--- config.mk ---
export PLATFORM = sky130hd
export DESIGN_NAME = tlb_op_sequencer
export DESIGN_NICKNAME = d
export VERILOG_FILES = /design/src/rtl/tlb_op_sequencer.sv
export SDC_FILE = /design/constraint.sdc
export NUM_CORES = 1
export LEC_CHECK = 0
export ABC_AREA = 1
export CORE_ASPECT_RATIO = 1.25
export CORE_MARGIN = 3
export CORE_UTILIZATION = 43
export DETAILED_ROUTE_END_ITERATION = 8
export GPL_TIMING_DRIVEN = 0
export PLACE_DENSITY = 0.92
export SETUP_SLACK_MARGIN = 0.15
export SLEW_MARGIN = 15
export SYNTH_ARGS = -nofsm -noshare
export SYNTH_HDL_FRONTEND = slang
export SYNTH_SLANG_ARGS = --single-unit
export TNS_END_PERCENT = 100
--- constraint.sdc ---
create_clock -name clk -period 4.4 [get_ports clk]
set_input_delay 0.44 -clock clk [delete_from_list [all_inputs] [get_ports clk]]
set_output_delay 0.44 -clock clk [all_outputs]
set_load 0.02 [all_outputs]
--- src/rtl/tlb_op_sequencer.sv ---
// TLB operation sequencer.
// Takes TLBR/TLBWI/TLBWR/TLBP from the execute stage and drives the TLB
// management port. Captures read and probe results for CP0 and strobes them
// into CP0. It also owns the MIPS Random register.
module tlb_op_sequencer #(
    parameter int TLB_ENTRIES = 16,
    parameter int IDX_W       = 4
) (
    input  logic             clk,
    input  logic             rst,
    input  logic             op_valid,
    input  logic [1:0]       op_type,
    output logic             op_ready,
    output logic             stall,
    input  logic [IDX_W-1:0] cp0_index,
    input  logic [IDX_W-1:0] cp0_wired,
    input  logic             wired_we,
    output logic [IDX_W-1:0] tlb_rw_index,
    output logic             tlb_rw_we,
    input  logic [31:0]      tlb_p_index,
    input  logic [31:0]      entry_hi_o,
    input  logic [31:0]      entry_lo1_o,
    input  logic [31:0]      entry_lo2_o,
    output logic [IDX_W-1:0] random_o,
    output logic             cp0_entry_we,
    output logic [31:0]      entry_hi_r,
    output logic [31:0]      entry_lo1_r,
    output logic [31:0]      entry_lo2_r,
    output logic             cp0_index_we,
    output logic [31:0]      index_r,
    output logic             flush_o,
    output logic             done
);

    typedef enum logic [1:0] {
        IDLE   = 2'd0,
        EXEC   = 2'd1,
        PROBE2 = 2'd2,
        DONE   = 2'd3
    } state_t;

    localparam logic [1:0] OP_TLBR  = 2'b00;
    localparam logic [1:0] OP_TLBWI = 2'b01;
    localparam logic [1:0] OP_TLBWR = 2'b10;
    localparam logic [1:0] OP_TLBP  = 2'b11;

    localparam logic [IDX_W-1:0] MAX_IDX = IDX_W'(TLB_ENTRIES - 1);

    state_t           state;
    state_t           state_next;
    logic [1:0]       op_q;
    logic [IDX_W-1:0] idx_q;
    logic [IDX_W-1:0] random_q;
    logic             accept;
    logic             is_write;

    assign is_write     = (op_q == OP_TLBWI) || (op_q == OP_TLBWR);
    assign tlb_rw_index = idx_q;
    assign random_o     = random_q;

    // State register; reset abandons any op in flight immediately.
    always_ff @(posedge clk or negedge rst) begin
        if (!rst) begin
            state <= IDLE;
        end else begin
            state <= state_next;
        end
    end

    // Next-state decode plus the handshake, stall and strobe outputs.
    always_comb begin
        state_next   = state;
        op_ready     = 1'b0;
        stall        = 1'b0;
        accept       = 1'b0;
        tlb_rw_we    = 1'b0;
        cp0_entry_we = 1'b0;
        cp0_index_we = 1'b0;
        flush_o      = 1'b0;
        done         = 1'b0;
        case (state)
            IDLE: begin
                op_ready = 1'b1;
                stall    = op_valid;
                if (op_valid) begin
                    accept     = 1'b1;
                    state_next = EXEC;
                end
            end
            EXEC: begin
                stall      = 1'b1;
                tlb_rw_we  = is_write;
                state_next = (op_q == OP_TLBP) ? PROBE2 : DONE;
            end
            PROBE2: begin
                stall      = 1'b1;
                state_next = DONE;
            end
            DONE: begin
                done         = 1'b1;
                cp0_entry_we = (op_q == OP_TLBR);
                cp0_index_we = (op_q == OP_TLBP);
                flush_o      = is_write;
                state_next   = IDLE;
            end
            default: state_next = IDLE;
        endcase
    end

    // Latch the op and its target index on accept; TLBWR takes Random as it is before this edge.
    always_ff @(posedge clk or negedge rst) begin
        if (!rst) begin
            op_q  <= OP_TLBR;
            idx_q <= '0;
        end else if (accept) begin
            op_q  <= op_type;
            idx_q <= (op_type == OP_TLBWR) ? random_q : cp0_index;
        end
    end

    // Random register: counts down from the top entry to Wired and wraps, independent of ops.
    always_ff @(posedge clk or negedge rst) begin
        if (!rst) begin
            random_q <= MAX_IDX;
        end else if (wired_we) begin
            random_q <= MAX_IDX;
        end else if (cp0_wired >= MAX_IDX) begin
            random_q <= MAX_IDX;
        end else if (random_q <= cp0_wired) begin
            random_q <= MAX_IDX;
        end else begin
            random_q <= random_q - 1'b1;
        end
    end

    // Capture the TLB read data at the end of the TLBR execute cycle.
    always_ff @(posedge clk or negedge rst) begin
        if (!rst) begin
            entry_hi_r  <= '0;
            entry_lo1_r <= '0;
            entry_lo2_r <= '0;
        end else if (state == EXEC && op_q == OP_TLBR) begin
            entry_hi_r  <= entry_hi_o;
            entry_lo1_r <= entry_lo1_o;
            entry_lo2_r <= entry_lo2_o;
        end
    end

    // Capture the probe result one cycle after the probe lookup was presented.
    always_ff @(posedge clk or negedge rst) begin
        if (!rst) begin
            index_r <= '0;
        end else if (state == PROBE2) begin
            index_r <= tlb_p_index;
        end
    end

endmodule

# Word level (Yosys, flattened, before mapping)
# Index checks and enable logic that the tools add are counted.
# op_classes
add_sub_neg	1
n_lt_le_gt_ge	2
eq_ne	8
n_mux	16
reduce_logical	5
# op_table
cell	count
$mux W4	4
$eq A2 B2 Y1 const B	5
$mux W1	9
$pmux W2 S4	1
$eq A2 B1 Y1 const B	2
$ge A4 B4 Y1 const B	1
$le A4 B4 Y1	1
$logic_not A2 Y1	2
$sub A4 B1 Y4 const B	1
$mux W2	1
$ne A2 B2 Y1 const B	1
$pmux W1 S2	1
$reduce_or A2 Y1	1
$logic_and A1 B1 Y1	1
$logic_or A1 B1 Y1	1
# totals
ff_bits	140
inputBits	142
output_inout_bits	143

# Logic depth before layout (Yosys ltp)
# Gate-level depths: netlist (run 1).
# logic_depth
depth_word	4
ltp_mapped	8
ltp_nobuf	8

# Worst setup path before layout (run 1)
# OpenSTA, ideal clock, no wires.
# synth_path
kind	register -> output
startpoint	reg state[1]
endpoint	out stall
arrival_ps	1479
t_required_ps	3960
setup_slack_ps	2481
stages_incl_launch_ff	7
path_buffers	0
path_cell_list	dfrtp_1 inv_1 ha_1 nand2_1 inv_1 nor2_1 nor2_1
# synth_between
elab_chain_len	3
word_cells_on_any_way	5
cone_classes	eq/ne: 2; mux: 1; reduce/logical: 2
# synth_rtl
item	line_no	rtl
from (decl)	49	state_t state;
from (signal assigned)	66	state <= state_next;
$eq A2 B1 Y1 or $eq A2 B2 Y1 (tied branches)	81	case (state)
$reduce_or A2 Y1 (no source line)	n/a	
$pmux W1 S2 (*)	81	
to (decl)	14	output logic stall,
# Mark *: on every way between the ends. The rest lies on a longest branch, timed or not.

# Final worst setup path (run 1)
# Ends and elaborated chain as after synthesis.

==> results of run 1 <==
==> final cells by class <==
type | count | area, um^2 | share of cell area
Buffer | 14 | 100 | 0.0106
Clock buffer | 21 | 480 | 0.0508
Clock inverter | 11 | 211 | 0.0224
Inverter | 23 | 86.3 | 0.00913
Multi-Input combinational cell | 200 | 1990 | 0.210
Sequential cell | 140 | 3510 | 0.371
Tap cell | 168 | 210 | 0.0222
Timing Repair Buffer | 285 | 2870 | 0.304
==> worst max-delay path: stages, from the launching register on <==
cell and delay, ps:
dfrtp_1 400, inv_1 120, ha_1 240, nand2_1 220
inv_1 270, nor2_1 90, nor2_1 90, clkdlybuf4s50_1 630
==> cells by family (layout without fill, tap and decap cells) <==
family,Yosys count,in the layout,synth area share
AOI/OAI and AO/OA,15,15,0.0132
xor gates and xnor gates,1,1,0.00154
adders and majority gates,11,11,0.0242
buffers and inverters,37,354,0.0328
DFF,140,140,0.617
muxes,128,128,0.280
and+or+nand+nor,45,45,0.0313
==> report_power, final <==
| group | internal (mW) | switching (mW) | leakage [nW] |
|---|---|---|---|
| Combinational | 2.13 | 1.78 | 2.25 |
| Clock | 1.12 | 0.528 | 0.339 |
| Sequential | 1.95 | 0.373 | 1.63 |
| Total | 5.20 | 2.68 | 4.22 |
==> cell usage in the layout (no fill, tap or decap), types with 2 or more instances in the layout <==
| master | synthesis | routed |
|---|---|---|
| bufinv_16 | 0 | 6 |
| buf_6 | 5 | 6 |
| o21ai_0 | 5 | 5 |
| dfstp_2 | 4 | 4 |
| clkinv_2 | 0 | 3 |
| mux2_2 | 86 | 86 |
| mux2_1 | 2 | 2 |
| mux2_4 | 40 | 40 |
| nand2_1 | 28 | 28 |
| clkbuf_16 | 0 | 17 |
| inv_1 | 23 | 23 |
| nor2_1 | 14 | 14 |
| ha_1 | 11 | 11 |
| clkdlybuf4s50_1 | 0 | 283 |
| clkbuf_8 | 0 | 4 |
| a21oi_1 | 10 | 10 |
| buf_2 | 8 | 8 |
| dfrtp_1 | 136 | 136 |
==> through the flow <==
stage / area, um^2 / hold WS (ps)
floorplan: 5690 / 144
global placement: 8740 / 472
detailed placement: 8770 / 468
CTS: 9460 / 23.7
global route: 9460 / 33.0
finish: 9460 / 6.29
==> sequential cells by signal, summed over array words and instances, names as in the netlist <==
register	count
entry_hi_r	32
op_q	2
entry_lo2_r	32
state	2
random_o	4
entry_lo1_r	32
index_r	32
tlb_rw_index	4
==> layer usage <==
metal  GRT usage  up-vias  wire length, um
met5           0        -                0
met4       0.107        0              624
met3      0.0923       43             1500
met2       0.426      238             9120
met1       0.234     2075             5550
li1            -     1891                -
==> worst max-delay path by stage <==
stage          startpoint             end  slack [ps]  depth (start not counted)
2_1_floorplan    state[1]           stall        2480                          6
3_3_place_gp          rst  entry_hi_r[31]       -2380                          1
3_5_place_dp     op_valid           stall        1820                          6
4_1_cts          state[1]           stall        1480                          7
5_1_grt          state[1]           stall        1360                          7
6_report         state[1]           stall        1480                          7
==> results.json, run 1 <==
{
  "vias": 4247,
  "outcome": "complete, no violations",
  "synth_fp_nets": 530,
  "io_pins": 285,
  "peakVddDrop_mv": 0.477,
  "tightest_slew_ps": 607,
  "drt_wl_total_mm": 16.8,
  "synth_top_cell_by_area": "dfrtp_1",
  "clk_latency_ps": 420,
  "dpl_worst_slack_ps": 1820,
  "final_hold_viol_count": 0,
  "clock_skew_ps": 7.92,
  "synth_top_area_frac": 0.599,
  "cts_tree": "yes",
  "synth_cell_type_count": 18,
  "coreArea_um2": 12800,
  "fmax_mhz": 343,
  "drc": 0,
  "r2r_setup_slack_ps": 2690,
  "yosysMostFrequentCell": "dfrtp_1",
  "setup_tns_ps": 0,
  "ys_top_cells_by_count": "136 x dfrtp_1, 86 x mux2_2, 40 x mux2_4",
  "start_kind": "flip-flop",
  "routabilityCongestion": 0.819,
  "netlist_area_um2": 5690,
  "cts_max_level": 4,
  "die_h_um": 135,
  "routedWlPerCell_um": 19.5,
  "port_buffers": 284,
  "cts.clk_slew.worst_paths_ps": 60,
  "synth_seq_cells": 140,
  "min_period_ps": 2920,
  "track_usage": 0.236,
  "drv_cap": 0,
  "worstPathArrival_ps": 2480,
  "r2r_cells": 6,
  "rsz0062_at_grt": "no",
  "clock_path_buffers": 2,
  "endpoint_kind": "primary output",
  "async_reset_ff_frac": 1.00,
  "hpwlAfterDp_mm": 12.5,
  "worst_slack_ps": 1480,
  "ys_seq_area_frac": 0.617,
  "diodes": 0,
  "cts_buffers": 17,
  "ant_nets": 0,
  "finalSetupViolations": 0,
  "area_growth_pct": 66.4,
  "fin_cells": 862,
  "cp.required_ps": 3960,
  "drt_iter0_drc": 149,
  "synth.area.top_cells": "dfrtp_1 60%, mux2_2 17%, mux2_4 11%",
  "ctsResizeCount": 0,
  "start_util": 0.443,
  "cts_sinks": 140,
  "grt_max_degree": 76,
  "nets": 834,
  "ys_warn_count": 0,
  "synth-main-ff-cell": "dfrtp_1",
  "grt_pass1_wl_mm": 25.9,
  "critPathKind": "reg2out",
  "grt_pass1_vias": 4806,
  "hp-class": "in2async",
  "drive_gt1_frac": 0.256,
  "power_per_cell_area_nw_per_um2": 834,
  "fillers": 792,
  "synth_edf_count": 0,
  "r2r_end": "entry_lo2_r[24]",
  "synth.avg_cell_area_um2": 15.1,
  "grt_antenna_before_repair": 0,
  "post-cts-setup-buffer-count": 0,
  "syn_inst": 377,
  "maxSlewHeadroom": 0.595,
  "drv_slew": 0,
  "grt.overflow.total": 0,
  "dr.pass1.iters": 4,
  "p_total_mw": 7.89,
  "hold_buffers": 0,
  "placed_cells": 830,
  "post-route-util": 0.737,
  "leakage_nw": 4.22,
  "min_period_over_period": 0.663,
  "avgViaCountPerCell": 4.93,
  "cts_root_buf": "clkbuf_16",
  "num_rows": 46,
  "path_max_fanout": 7,
  "r2r-start": "state[1]",
  "dieArea_um2": 14600,
  "die_w_um": 109
}
(Power assumes the default switching activity.)
==> inputs of run 2 (changes only) <==
--- a/config.mk
+++ b/config.mk
@@ -8,10 +8,10 @@
 export ABC_AREA = 1
 export CORE_ASPECT_RATIO = 1.25
 export CORE_MARGIN = 3
-export CORE_UTILIZATION = 43
+export CORE_UTILIZATION = 36
 export DETAILED_ROUTE_END_ITERATION = 8
 export GPL_TIMING_DRIVEN = 0
-export PLACE_DENSITY = 0.92
+export PLACE_DENSITY = 0.83
 export SETUP_SLACK_MARGIN = 0.15
 export SLEW_MARGIN = 15
 export SYNTH_ARGS = -nofsm -noshare
==> constraint.sdc (replaced) <==
create_clock -name clk -period 2.6 [get_ports clk]
set_input_delay 0.26 -clock clk [delete_from_list [all_inputs] [get_ports clk]]
set_output_delay 0.26 -clock clk [all_outputs]
set_load 0.02 [all_outputs]
==> run 2 against run 1 <==
Sequential power rose by 69%. Final cell count rose by 4.6%. Combinational power rose by 68%. Via count fell by 2.0%. Setup slack got worse by 1200 ps. Critical path type unchanged. Critical path depth did not move. Clock-buffer cell count rose by 3. Register-to-register slack got worse by 1800 ps. Wire length fell by 3.9%.
==> results.json, run 2 (synthesis gave the netlist of run 1 again) <==
{
  "final_hold_viol_count": 0,
  "hpwlAfterDp_mm": 12.5,
  "grtUsageMet2": 0.344,
  "grt.busiest_layer": "met2",
  "drc": 0,
  "start_util": 0.374,
  "startpoint": "state[0]",
  "path_max_fanout": 7,
  "drt_wl_total_mm": 16.1,
  "min_period_over_period": 0.906,
  "routedWlPerCell_um": 17.9,
  "track_usage": 0.184,
  "cp.required_ps": 2340,
  "r2r_cells": 6,
  "die_w_um": 118,
  "ant_nets": 0,
  "cts_tree": "yes",
  "io_pins": 285,
  "die_h_um": 147,
  "leakage_nw": 4.15,
  "fmax_mhz": 425,
  "grt_max_degree": 74,
  "dieArea_um2": 17300,
  "post-route-util": 0.616,
  "layout_common_cells": "282 x clkdlybuf4s50_1, 136 x dfrtp_1, 86 x mux2_2",
  "tightest_slew_ps": 631,
  "grt_pass1_vias": 4611,
  "drv_cap": 0,
  "p_total_mw": 12.8,
  "routabilityCongestion": 0.856,
  "grt_antenna_before_repair": 0,
  "avgViaCountPerCell": 4.62,
  "outcome": "complete, no violations",
  "power_per_cell_area_nw_per_um2": 1360,
  "dpl_worst_slack_ps": 417,
  "clock_skew_ps": 9.33,
  "finalSetupViolations": 0,
  "setup_tns_ps": 0,
  "drv_slew": 0,
  "num_rows": 50,
  "dr.pass1.iters": 4,
  "cts.clk_slew.worst_paths_ps": 60,
  "min_period_ps": 2360,
  "vias": 4164,
  "endpoint_kind": "primary output",
  "maxSlewHeadroom": 0.579,
  "drive_gt1_frac": 0.246,
  "use_met3": 0.0585,
  "rsz0062_at_grt": "no",
  "coreArea_um2": 15200,
  "cts_root_buf": "clkbuf_16",
  "clock_path_buffers": 2,
  "port_buffers": 284,
  "diodes": 0,
  "hp-class": "in2async",
  "placed_cells": 870,
  "peakVddDrop_mv": 0.729,
  "nets": 835,
  "cts_max_level": 4,
  "cts_buffers": 17,
  "layout_commonest_cell": "clkdlybuf4s50_1",
  "grt_pass1_wl_mm": 25.0,
  "clk_latency_ps": 420,
  "r2r-start": "state[1]",
  "start_kind": "flip-flop",
  "critPathKind": "reg2out",
  "cts_sinks": 140,
  "drt_iter0_drc": 198,
  "post-cts-setup-buffer-count": 0,
  "area_growth_pct": 64.8,
  "grt.overflow.total": 0,
  "met1_usage": 0.190,
  "fin_cells": 902,
  "worstPathArrival_ps": 2100,
  "worst_slack_ps": 245
}
[run 2: cell count changes in the layout (fill, tap and decap cells not counted), sizes merged]
| cell | previous run | this run |
|---|---|---|
| clkbuf | 22 | 25 |
| clkdlybuf4s50 | 283 | 282 |
| bufinv | 6 | 2 |
| clkinv | 4 | 5 |
| dlygate4sd2 | 0 | 1 |
| dlygate4sd3 | 0 | 1 |
| clkinvlp | 1 | 0 |
[run 2: final cells by class]
type | instances | area (um^2)
plain buffers | 14 | 100
clock buffers | 24 | 452
clock inverters | 7 | 92.6
fillers | 1158 | 5830
inverters | 23 | 86.3
multi-input cells | 200 | 1990
flip-flops and latches | 140 | 3510
well taps | 208 | 260
repair buffers | 286 | 2880
[run 2: path summary, 6_finish.rpt]
path,to,slack [ps]
worst min register to register,index_r[5],480
worst min-delay path,op_q[0],430
worst max register to register,entry_lo2_r[21],860
min in group clk,entry_hi_r[21],450
worst max-delay path,stall,240
max in group asynchronous,entry_hi_r[28],1400
[run 2: power breakdown]
group / internal (mW) / leakage (nW) / total (mW) / switching [mW]
Clock: 1.40 / 0.266 / 2.27 / 0.870
Combinational: 3.59 / 2.26 / 6.58 / 2.99
Sequential: 3.30 / 1.63 / 3.91 / 0.605
Total: 8.30 / 4.15 / 12.8 / 4.47
[run 2: layer usage]
layer	vias up	wire, um
li1	1889	-
met1	2063	5860
met2	182	8750
met3	30	1070
met4	0	459
met5	-	0
[run 2: timing repair]
item | in CTS | in global routing
setup endpoints to repair | 1 | 1
hold buffers | 1 | 0
hold endpoints to repair | 63 | 0
gates resized for setup | 1 | 1
[run 2: critical path: stages (launching register included)]
cell	delay, ps
dfrtp_1	430
inv_1	110
ha_1	240
nand2_1	200
inv_2	170
nor2_1	50
nor2_1	90
dlygate4sd2_1	380
[run 2: through the flow]
step                      hold slack (ps)  instance area [um^2]
after floorplan                     -35.6                  5690
final                                 427                  9370
after global routing                  436                  9370
after CTS                             433                  9370
after detailed placement              302                  8820
after global placement                469                  8790
